==> src/rtl/seg7_scan_controller_if.sv <==
// ---------------------------------------------------------------------------
// seg7_scan_controller_if
//   Bundle between the application logic and the 7-segment scan controller.
//
//   Application side (master) drives:
//     enable       1 = scanning, 0 = display dark
//     data_in[7:0] [7:4] tens digit (digit 1), [3:0] units digit (digit 0)
//     load         one-cycle strobe capturing data_in into the pending buffer
//     blink_en[1:0] per-digit blink enable, bit i controls digit i
//     lz_suppress  blank digit 1 when its committed value is 0
//   Controller side (slave) drives:
//     bcd[3:0]            digit code to the shared segment decoder
//     Anode_Activate[1:0] active-low anodes, bit 0 = digit 0, bit 1 = digit 1
//     ack                 one-cycle pulse when pending data is committed
//     frame_tick          one-cycle pulse at the end of each full frame
// ---------------------------------------------------------------------------
interface seg7_scan_controller_if;
   logic       enable;
   logic [7:0] data_in;
   logic       load;
   logic [1:0] blink_en;
   logic       lz_suppress;
   logic [3:0] bcd;
   logic [1:0] Anode_Activate;
   logic       ack;
   logic       frame_tick;

   modport master (
      output enable, data_in, load, blink_en, lz_suppress,
      input  bcd, Anode_Activate, ack, frame_tick
   );

   modport slave (
      input  enable, data_in, load, blink_en, lz_suppress,
      output bcd, Anode_Activate, ack, frame_tick
   );
endinterface

==> src/rtl/seg7_scan_controller.sv <==
// ---------------------------------------------------------------------------
// seg7_scan_controller
//   Time-multiplexes two hex/BCD digits onto a shared 7-segment decoder.
//   Each frame is SHOW0, BLANK0, SHOW1, BLANK1; the blank slots keep every
//   anode off so the decoder input can change without ghosting. New data is
//   double-buffered (pending -> shown) and only committed at a frame boundary
//   or when scanning starts, so a frame never mixes old and new digits.
//
//   Ports:
//     clk  system clock, rising edge
//     rst  asynchronous, active-high reset
//     bus  seg7_scan_controller_if.slave (see interface file for signals)
//
//   Parameters:
//     SLOT_CYCLES   clk cycles a digit is lit per slot (>= 2)
//     BLANK_CYCLES  clk cycles all anodes are off after each slot (>= 1)
//     BLINK_FRAMES  frames per blink half-period (>= 1)
// ---------------------------------------------------------------------------
module seg7_scan_controller #(
   parameter int SLOT_CYCLES  = 50000,
   parameter int BLANK_CYCLES = 1000,
   parameter int BLINK_FRAMES = 250
) (
   input  logic                    clk,
   input  logic                    rst,
   seg7_scan_controller_if.slave   bus
);

   localparam int MAX_CYC = (SLOT_CYCLES > BLANK_CYCLES) ? SLOT_CYCLES : BLANK_CYCLES;
   localparam int CNT_W   = (MAX_CYC > 1) ? $clog2(MAX_CYC) : 1;
   localparam int BLINK_W = (BLINK_FRAMES > 1) ? $clog2(BLINK_FRAMES) : 1;

   localparam logic [CNT_W-1:0]   SLOT_LAST  = CNT_W'(SLOT_CYCLES - 1);
   localparam logic [CNT_W-1:0]   BLANK_LAST = CNT_W'(BLANK_CYCLES - 1);
   localparam logic [BLINK_W-1:0] BLINK_LAST = BLINK_W'(BLINK_FRAMES - 1);

   typedef enum logic [2:0] {
      IDLE,
      SHOW0,
      BLANK0,
      SHOW1,
      BLANK1
   } state_t;

   state_t               state;
   logic [CNT_W-1:0]     slot_cnt;
   logic [7:0]           pending;
   logic                 pend_valid;
   logic [7:0]           shown;
   logic [BLINK_W-1:0]   blink_cnt;
   logic                 blink_phase;
   logic [3:0]           bcd_q;
   logic [1:0]           anode_q;
   logic                 ack_q;
   logic                 frame_tick_q;

   logic slot_done;
   logic blank_done;
   logic frame_end;
   logic do_commit;
   logic sup0;
   logic sup1;

   assign slot_done  = (slot_cnt == SLOT_LAST);
   assign blank_done = (slot_cnt == BLANK_LAST);
   assign frame_end  = (state == BLANK1) && blank_done;

   // Commit happens when scanning starts and at every frame boundary.
   assign do_commit  = bus.enable && pend_valid && ((state == IDLE) || frame_end);

   // A suppressed digit keeps its slot timing but its anode stays off.
   assign sup0 = bus.blink_en[0] & blink_phase;
   assign sup1 = (bus.blink_en[1] & blink_phase) |
                 (bus.lz_suppress & (shown[7:4] == 4'h0));

   // NOTE: every register here uses non-blocking assignment so all of them
   // sample the same pre-edge values; blocking would make the outputs depend
   // on statement order instead of the previous state.
   always_ff @(posedge clk or posedge rst) begin
      if (rst) begin
         state        <= IDLE;
         slot_cnt     <= '0;
         pending      <= 8'h00;
         pend_valid   <= 1'b0;
         shown        <= 8'h00;
         blink_cnt    <= '0;
         blink_phase  <= 1'b0;
         bcd_q        <= 4'h0;
         anode_q      <= 2'b11;
         ack_q        <= 1'b0;
         frame_tick_q <= 1'b0;
      end else begin
         ack_q        <= 1'b0;
         frame_tick_q <= 1'b0;

         if (!bus.enable) begin
            state       <= IDLE;
            slot_cnt    <= '0;
            anode_q     <= 2'b11;
            blink_cnt   <= '0;
            blink_phase <= 1'b0;
         end else begin
            // Outputs follow the state register by one cycle.
            case (state)
               SHOW0: begin
                  bcd_q   <= shown[3:0];
                  anode_q <= {1'b1, sup0};
               end
               SHOW1: begin
                  bcd_q   <= shown[7:4];
                  anode_q <= {sup1, 1'b1};
               end
               default: anode_q <= 2'b11;
            endcase

            case (state)
               IDLE: begin
                  state       <= SHOW0;
                  slot_cnt    <= '0;
                  blink_cnt   <= '0;
                  blink_phase <= 1'b0;
               end
               SHOW0: begin
                  if (slot_done) begin
                     state    <= BLANK0;
                     slot_cnt <= '0;
                  end else begin
                     slot_cnt <= slot_cnt + 1'b1;
                  end
               end
               BLANK0: begin
                  if (blank_done) begin
                     state    <= SHOW1;
                     slot_cnt <= '0;
                  end else begin
                     slot_cnt <= slot_cnt + 1'b1;
                  end
               end
               SHOW1: begin
                  if (slot_done) begin
                     state    <= BLANK1;
                     slot_cnt <= '0;
                  end else begin
                     slot_cnt <= slot_cnt + 1'b1;
                  end
               end
               BLANK1: begin
                  if (blank_done) begin
                     state        <= SHOW0;
                     slot_cnt     <= '0;
                     frame_tick_q <= 1'b1;
                     if (blink_cnt == BLINK_LAST) begin
                        blink_cnt   <= '0;
                        blink_phase <= ~blink_phase;
                     end else begin
                        blink_cnt <= blink_cnt + 1'b1;
                     end
                  end else begin
                     slot_cnt <= slot_cnt + 1'b1;
                  end
               end
               default: begin
                  state    <= IDLE;
                  slot_cnt <= '0;
               end
            endcase

            if (do_commit) begin
               shown      <= pending;
               pend_valid <= 1'b0;
               ack_q      <= 1'b1;
            end
         end

         // Placed after the commit so a load on the commit cycle keeps
         // pend_valid set: the later non-blocking assignment wins.
         if (bus.load) begin
            pending    <= bus.data_in;
            pend_valid <= 1'b1;
         end
      end
   end

   assign bus.bcd            = bcd_q;
   assign bus.Anode_Activate = anode_q;
   assign bus.ack            = ack_q;
   assign bus.frame_tick     = frame_tick_q;

endmodule
==> src/flat_wrapper.sv <==
// flat-port wrapper written by rule: the top's interface ports become plain ports
module seg7_scan_controller_flat 
#(
   parameter int SLOT_CYCLES  = 50000,
   parameter int BLANK_CYCLES = 1000,
   parameter int BLINK_FRAMES = 250
)
  (clk, rst, bus_enable, bus_data_in, bus_load, bus_blink_en, bus_lz_suppress, bus_bcd, bus_Anode_Activate, bus_ack, bus_frame_tick);
  seg7_scan_controller_if bus_i ();
  input  logic clk;
  input  logic rst;
  input wire logic [$bits(bus_i.enable)-1:0] bus_enable;
  input wire logic [$bits(bus_i.data_in)-1:0] bus_data_in;
  input wire logic [$bits(bus_i.load)-1:0] bus_load;
  input wire logic [$bits(bus_i.blink_en)-1:0] bus_blink_en;
  input wire logic [$bits(bus_i.lz_suppress)-1:0] bus_lz_suppress;
  output wire logic [$bits(bus_i.bcd)-1:0] bus_bcd;
  output wire logic [$bits(bus_i.Anode_Activate)-1:0] bus_Anode_Activate;
  output wire logic [$bits(bus_i.ack)-1:0] bus_ack;
  output wire logic [$bits(bus_i.frame_tick)-1:0] bus_frame_tick;
  assign bus_i.enable = bus_enable;
  assign bus_i.data_in = bus_data_in;
  assign bus_i.load = bus_load;
  assign bus_i.blink_en = bus_blink_en;
  assign bus_i.lz_suppress = bus_lz_suppress;
  assign bus_bcd = bus_i.bcd;
  assign bus_Anode_Activate = bus_i.Anode_Activate;
  assign bus_ack = bus_i.ack;
  assign bus_frame_tick = bus_i.frame_tick;
  seg7_scan_controller #(.SLOT_CYCLES(SLOT_CYCLES), .BLANK_CYCLES(BLANK_CYCLES), .BLINK_FRAMES(BLINK_FRAMES)) u_core (.clk(clk), .rst(rst), .bus(bus_i));
endmodule
==> config.mk <==
export PLATFORM = sky130hd
export DESIGN_NAME = seg7_scan_controller_flat
export DESIGN_NICKNAME = d
export VERILOG_FILES = /design/src/rtl/seg7_scan_controller_if.sv /design/src/rtl/seg7_scan_controller.sv /design/src/flat_wrapper.sv
export SDC_FILE = /design/constraint.sdc
export NUM_CORES = 1
export LEC_CHECK = 0
export BUFFER_PORTS_ARGS = -buffer_cell sky130_fd_sc_hd__buf_4
export CAP_MARGIN = 20
export CORE_ASPECT_RATIO = 0.8
export CORE_MARGIN = 4
export CORE_UTILIZATION = 50
export CTS_BUF_LIST = sky130_fd_sc_hd__clkbuf_16
export CTS_CLUSTER_DIAMETER = 150
export DETAILED_ROUTE_END_ITERATION = 7
export GPL_ROUTABILITY_DRIVEN = 0
export PLACE_DENSITY = 0.68
export SETUP_SLACK_MARGIN = 0.05
export SLEW_MARGIN = 0
export SYNTH_ARGS = -nofsm -noshare
export SYNTH_HDL_FRONTEND = slang
export SYNTH_SLANG_ARGS = --single-unit
==> constraint.sdc <==
create_clock -name clk -period 3.5 [get_ports clk]
set_clock_uncertainty 0.05 [all_clocks]
set_input_delay 0.7 -clock clk [delete_from_list [all_inputs] [get_ports clk]]
set_output_delay 0.7 -clock clk [all_outputs]
set_load 0.02 [all_outputs]
==> flow_metrics.tcl, run 1 <==
set metrics [dict create \
    status "completed" \
    numCtsBuffers 5 \
    drtAntennaViolNets 0 \
    syn_nets 259 \
    first_iter_violations 75 \
    hold_buffers 0 \
    slowest_delay_ns 0.74 \
    ys.flop_type "dfrtp_1" \
    finalCriticalPeriod_ns 2.97 \
    path_clk_slew_ns 0.07 \
    drt_first_pass_iters 4 \
    synth_top_family_by_area "simple AND/OR/NAND/NOR gates" \
    slew_viol_final 0 \
    synth_cell_types 51 \
    syn_area_per_cell_um2 10.8 \
    r2r_slack_ns 0.53 \
    grt_usage 0.166 \
    setup_viol 0 \
    start_kind "flip-flop" \
    die_h_um 72.6 \
    worst_slew_pin_slew_ns 0.698 \
    num_vias 1862 \
    drive_gt1_frac 0.221 \
    crit_slowest_cell "a2111oi_4" \
    p_comb_frac 0.133 \
    die_area_um2 6440 \
    crit_fanout 10 \
    crit_required_ns 3.63 \
    fmax_ghz 0.336 \
    power_density_nw_per_um2 471 \
    p_sw_w 0.000360 \
    cts_setup_buffers 0 \
    sw_frac_of_total 0.257 \
    pwr-share-seq 0.511 \
    dp_hpwl_mm 3.40 \
    overflow 0 \
    synth_fa_ha_area_frac 0.0182 \
    synth_edf_count 0 \
    clk_path_buf_depth 2 \
    ys_warn_count 0 \
    synth_simple_gate_area_frac 0.172 \
    final_common_cell "dfrtp_1" \
    io_pins 23 \
    hp-class "flip-flop to flip-flop" \
    clkSinkCount 53 \
    antennaDiodeCount 0 \
    clockPowerShare 0.355 \
    grt_setup_unrepaired "no" \
    wl_per_cell_um 15.0 \
    worstSkewPairLatency_ns 0.29 \
    fin_area_um2 2980 \
    start_util 0.518 \
    arrival_ns 3.10 \
    areaGrowthSynthToFinish_pct 14.3 \
    synth_area_um2 2610 \
    max-cap-violations 0 \
    final_hold_viol_count 0 \
    vdd_drop_max_v 0.000308 \
    fin_tns_setup_ns 0 \
    synth-seq-cells 53 \
    worstSetupPathType "flip-flop to flip-flop" \
    synth_mux_area_frac 0.100 \
    wl_mm 4.87 \
    relSlewSlack 0.534 \
    antenna_found_initial 0 \
    htree_levels 2 \
    vias_per_cell 5.73 \
    async_flop_share 1.00 \
    cts_root_buf "clkbuf_16" \
    grt_max_degree 35 \
    path_cells "or4b_4 > or4_1 > a2111oi_4 > mux2_2" \
    io_buffers 22 \
    synth-compound-area-share 0.129 \
    grt_first_pass_wirelength_mm 8.42 \
    drc 0 \
    core_area_um2 5040 \
    synth-xor-area-share 0.0369 \
    ys_seq_area_frac 0.509 \
    nNetsFinal 280 \
    cts_tree "done" \
    grt_pass1_vias 1794 \
    leakagePower_nw 1.22 \
    mostFrequentLayoutCells "dfrtp_1 (51), buf_4 (26), mux2_2 (17)" \
    fin_crit_sh 0.850 \
    placed_cell_area_um2 2830 \
    internal_power_w 0.00104 \
    rows 23 \
    die-width_um 88.8 \
    end_kind "flip-flop" \
    postSynthCellCount 241 \
    cts_resized 0 \
]
## cell usage after synthesis, drive strengths merged, types with 4 or more instances
master   n  area, um^2
dfrtp   51        1280
mux2    17         191
nand2   15        56.3
a21oi   14        70.1
o21ai   14        70.1
nand3   11        55.1
inv     10        37.5
clkbuf   9        33.8
nand4    8        50.1
mux2i    7        70.1
or3      7        43.8
xnor2    7        61.3
and3     5        31.3
nor2     5        18.8
a22oi    4        30.0
nor3     4        20.0
xor2     4        35.0
## worst max-delay path, delay by kind of cell (launching register included)
family             cells  cell delay [ns]
muxes                  1             0.41
AOI/OAI and AO/OA      1             0.74
DFF                    1             0.49
and+or+nand+nor        2             1.18
## metal layers
metal,part of all wire,routed length [um],GRT usage
met4,0.010,50,0.0453
met2,0.44,2150,0.250
met1,0.52,2510,0.243
met3,0.033,162,0.0339
met5,0,0,0
## through the flow
step	instances	utilization	worst slack (ns)	hold WS, ns	power, W
floorplan	241	-	0.762	0.371	0.000841
global placement	317	0.562	0.561	0.384	0.000917
detailed placement	317	0.562	0.514	0.391	0.000920
CTS	325	0.592	0.497	0.400	0.00142
global route	325	0.592	0.404	0.424	0.00147
finish	325	0.592	0.525	0.396	0.00140
## cell type report
type,count,area [um^2]
clock buffer,5,125
clock inverter,3,25.0
fill,425,2050
inverter,10,37.5
multi-input combinational,166,1190
sequential,53,1330
tap,62,77.6
timing repair buffer,26,195
## registers in the layout (all words and copies together), names as in the netlist
name                       flops
u_core.shown                   8
u_core.state                   3
u_core.slot_cnt               16
u_core.bus.bcd                 4
u_core.bus.ack                 1
u_core.blink_phase             1
u_core.blink_cnt               8
u_core.pending                 8
u_core.bus.Anode_Activate      2
u_core.bus.frame_tick          1
u_core.pend_valid              1
## power by group through the flow
stage	Combinational, W	Clock (W)	Sequential [W]
2_1_floorplan	0.0000975	0	0.000744
3_3_place_gp	0.000188	0	0.000729
3_5_place_dp	0.000190	0	0.000730
4_1_cts	0.000191	0.000509	0.000718
5_1_grt	0.000209	0.000531	0.000728
6_report	0.000187	0.000499	0.000717
## final timing paths
kind                               startpoint                           end  cells after the start
setup / recovery           u_core.slot_cnt[5]               u_core.shown[5]                      4
hold / removal             u_core.slot_cnt[0]            u_core.slot_cnt[0]                      1
setup reg to reg           u_core.slot_cnt[5]               u_core.shown[5]                      4
hold reg to reg            u_core.slot_cnt[0]            u_core.slot_cnt[0]                      1
max in group asynchronous                 rst  u_core.bus.Anode_Activate[1]                      3
min in group asynchronous                 rst            u_core.slot_cnt[0]                      2
## logic make-up (layout without fill, tap and decap cells)
logic type	Yosys count	after routing
mux	24	24
xor+xnor	11	11
buf+inv	22	44
fa+ha+maj	4	4
flops	53	53
simple gates	76	76
compound gates	51	51
(Power assumes the default switching activity.)
==> inputs of run 2 (changes only) <==
Clock period 3.5 ns to 2.9 ns, I/O delays scaled along.
==> run 2 against run 1 <==
  * Non-clock buffer count is 5 higher
  * Sequential power is 21% higher
  * Die area unchanged
  * Largest power group unchanged
==> flow_metrics.tcl, run 2 (synthesis results as in run 1) <==
set metrics [dict create \
    clk_path_buf_depth 2 \
    reg2reg_from "u_core.slot_cnt[3]" \
    finalCriticalPeriod_ns 2.67 \
    drt_first_pass_iters 4 \
    arrival_ns 2.79 \
    final_hold_viol_count 0 \
    crit_required_ns 3.03 \
    cts_root_buf "clkbuf_16" \
    fin_hold_ws_ns 0.199 \
    antennaDiodeCount 0 \
    grt_max_degree 26 \
    fmax_ghz 0.375 \
    nNetsFinal 285 \
    power_density_nw_per_um2 566 \
    vias_per_cell 5.76 \
    fin_crit_sh 0.920 \
    first_iter_violations 129 \
    grt_usage 0.180 \
    drtAntennaViolNets 0 \
    overflow 0 \
    crit_path_start "u_core.slot_cnt[3]" \
    cts_setup_buffers 0 \
    die_area_um2 6440 \
    wl_mm 5.12 \
    internal_power_w 0.00127 \
    drc 0 \
    hp-class "primary input to async pin" \
    crit_slowest_cell "or4_1" \
    grt_pass1_vias 1871 \
    pwr-share-seq 0.507 \
    numCtsBuffers 5 \
    htree_levels 2 \
    start_kind "flip-flop" \
    hold_buffers 0 \
    worstSetupPathType "flip-flop to flip-flop" \
    sw_frac_of_total 0.261 \
    io_pins 23 \
    final_common_cell "dfrtp_1" \
    fin_cells 330 \
    mostFrequentLayoutCells "dfrtp_1 (51), buf_4 (31), mux2_2 (17)" \
    largest_reg_flops 16 \
    cts_resized 0 \
    crit_fanout 10 \
    cts_tree "done" \
    worst_slew_pin_slew_ns 0.667 \
    clkSinkCount 53 \
    io_buffers 22 \
    slowest_delay_ns 0.59 \
    relSlewSlack 0.555 \
    fin_tns_setup_ns 0 \
    max-cap-violations 0 \
    drive_gt1_frac 0.235 \
    fillers 423 \
    start_util 0.518 \
    num_vias 1901 \
    setup_viol 0 \
    end_kind "flip-flop" \
    die-width_um 88.8 \
    cp_num_buf_inv 1 \
    clockPowerShare 0.357 \
    grt_setup_unrepaired "no" \
    vdd_drop_max_v 0.000386 \
    areaGrowthSynthToFinish_pct 15.9 \
    grt_first_pass_wirelength_mm 9.19 \
    dp_hpwl_mm 3.68 \
    utilization 0.600 \
    p_comb_frac 0.136 \
    cpLargestDelayFamily "simple AND/OR/NAND/NOR gates" \
    path_cells "or4b_4 > or4_1 > a2111oi_4 > buf_4 > mux2_2" \
    status "completed" \
    wl_per_cell_um 15.5 \
    die_h_um 72.6 \
    slew_viol_final 0 \
    worstSkewPairLatency_ns 0.29 \
    core_area_um2 5040 \
    leakagePower_nw 1.25 \
    rows 23 \
    antenna_found_initial 0 \
    dp.cells 322 \
    p_sw_w 0.000446 \
    path_clk_slew_ns 0.07 \
    top_register "u_core.slot_cnt" \
]
run 2: changes by cell type in the layout (fill, tap and decap cells not counted), sizes merged:
cell | previous run | this run
clkinvlp | 1 | 0
buf | 26 | 31
clkinv | 0 | 1
run 2: layer usage:
metal / global-route usage / part of all wire / vias up
li1: - / - / 940
met1: 0.281 / 0.52 / 935
met2: 0.258 / 0.44 / 24
met3: 0.0418 / 0.035 / 2
met4: 0.0319 / 0.0035 / 0
met5: 0 / 0 / -
run 2: area by class of cell:
type	count	area, um^2	share of cell area
sequential	53	1330	0.440
multi-input combinational	166	1190	0.394
timing repair buffer	31	233	0.0770
clock buffer	5	125	0.0414
tap	62	77.6	0.0257
inverter	10	37.5	0.0124
clock inverter	3	28.8	0.00952
run 2: final timing paths:
check                                               endpoint  slack [ns]  cells past startpoint
worst min-delay path                      u_core.slot_cnt[0]        0.20                      2
min in group clk                          u_core.slot_cnt[0]        0.40                      1
max in group asynchronous       u_core.bus.Anode_Activate[0]        1.91                      3
worst min register to register            u_core.slot_cnt[0]        0.40                      1
worst max-delay path                         u_core.shown[2]        0.23                      5
worst max register to register               u_core.shown[2]        0.23                      5
run 2: through the flow:
step                setup slack [ns]  instance area [um^2]  total power (W)
floorplan                      0.162                  2610          0.00102
CTS                            0.227                  3020          0.00173
finish                         0.233                  3020          0.00171
global route                   0.160                  3020          0.00180
detailed placement             0.234                  2870          0.00112
global placement               0.274                  2870          0.00111
run 2: power by group through the flow:
stage | sequential (W) | combinational, W | clock, W
2_1_floorplan | 0.000898 | 0.000118 | 0
3_3_place_gp | 0.000879 | 0.000230 | 0
5_1_grt | 0.000878 | 0.000256 | 0.000661
6_report | 0.000868 | 0.000232 | 0.000611
4_1_cts | 0.000867 | 0.000237 | 0.000629
3_5_place_dp | 0.000881 | 0.000235 | 0
run 2: worst register-to-register path: stages, from the launching register on:
cell       delay [ns]
dfrtp_1          0.43
or4b_4           0.56
or4_1            0.59
a2111oi_4        0.36
buf_4            0.23
mux2_2           0.34
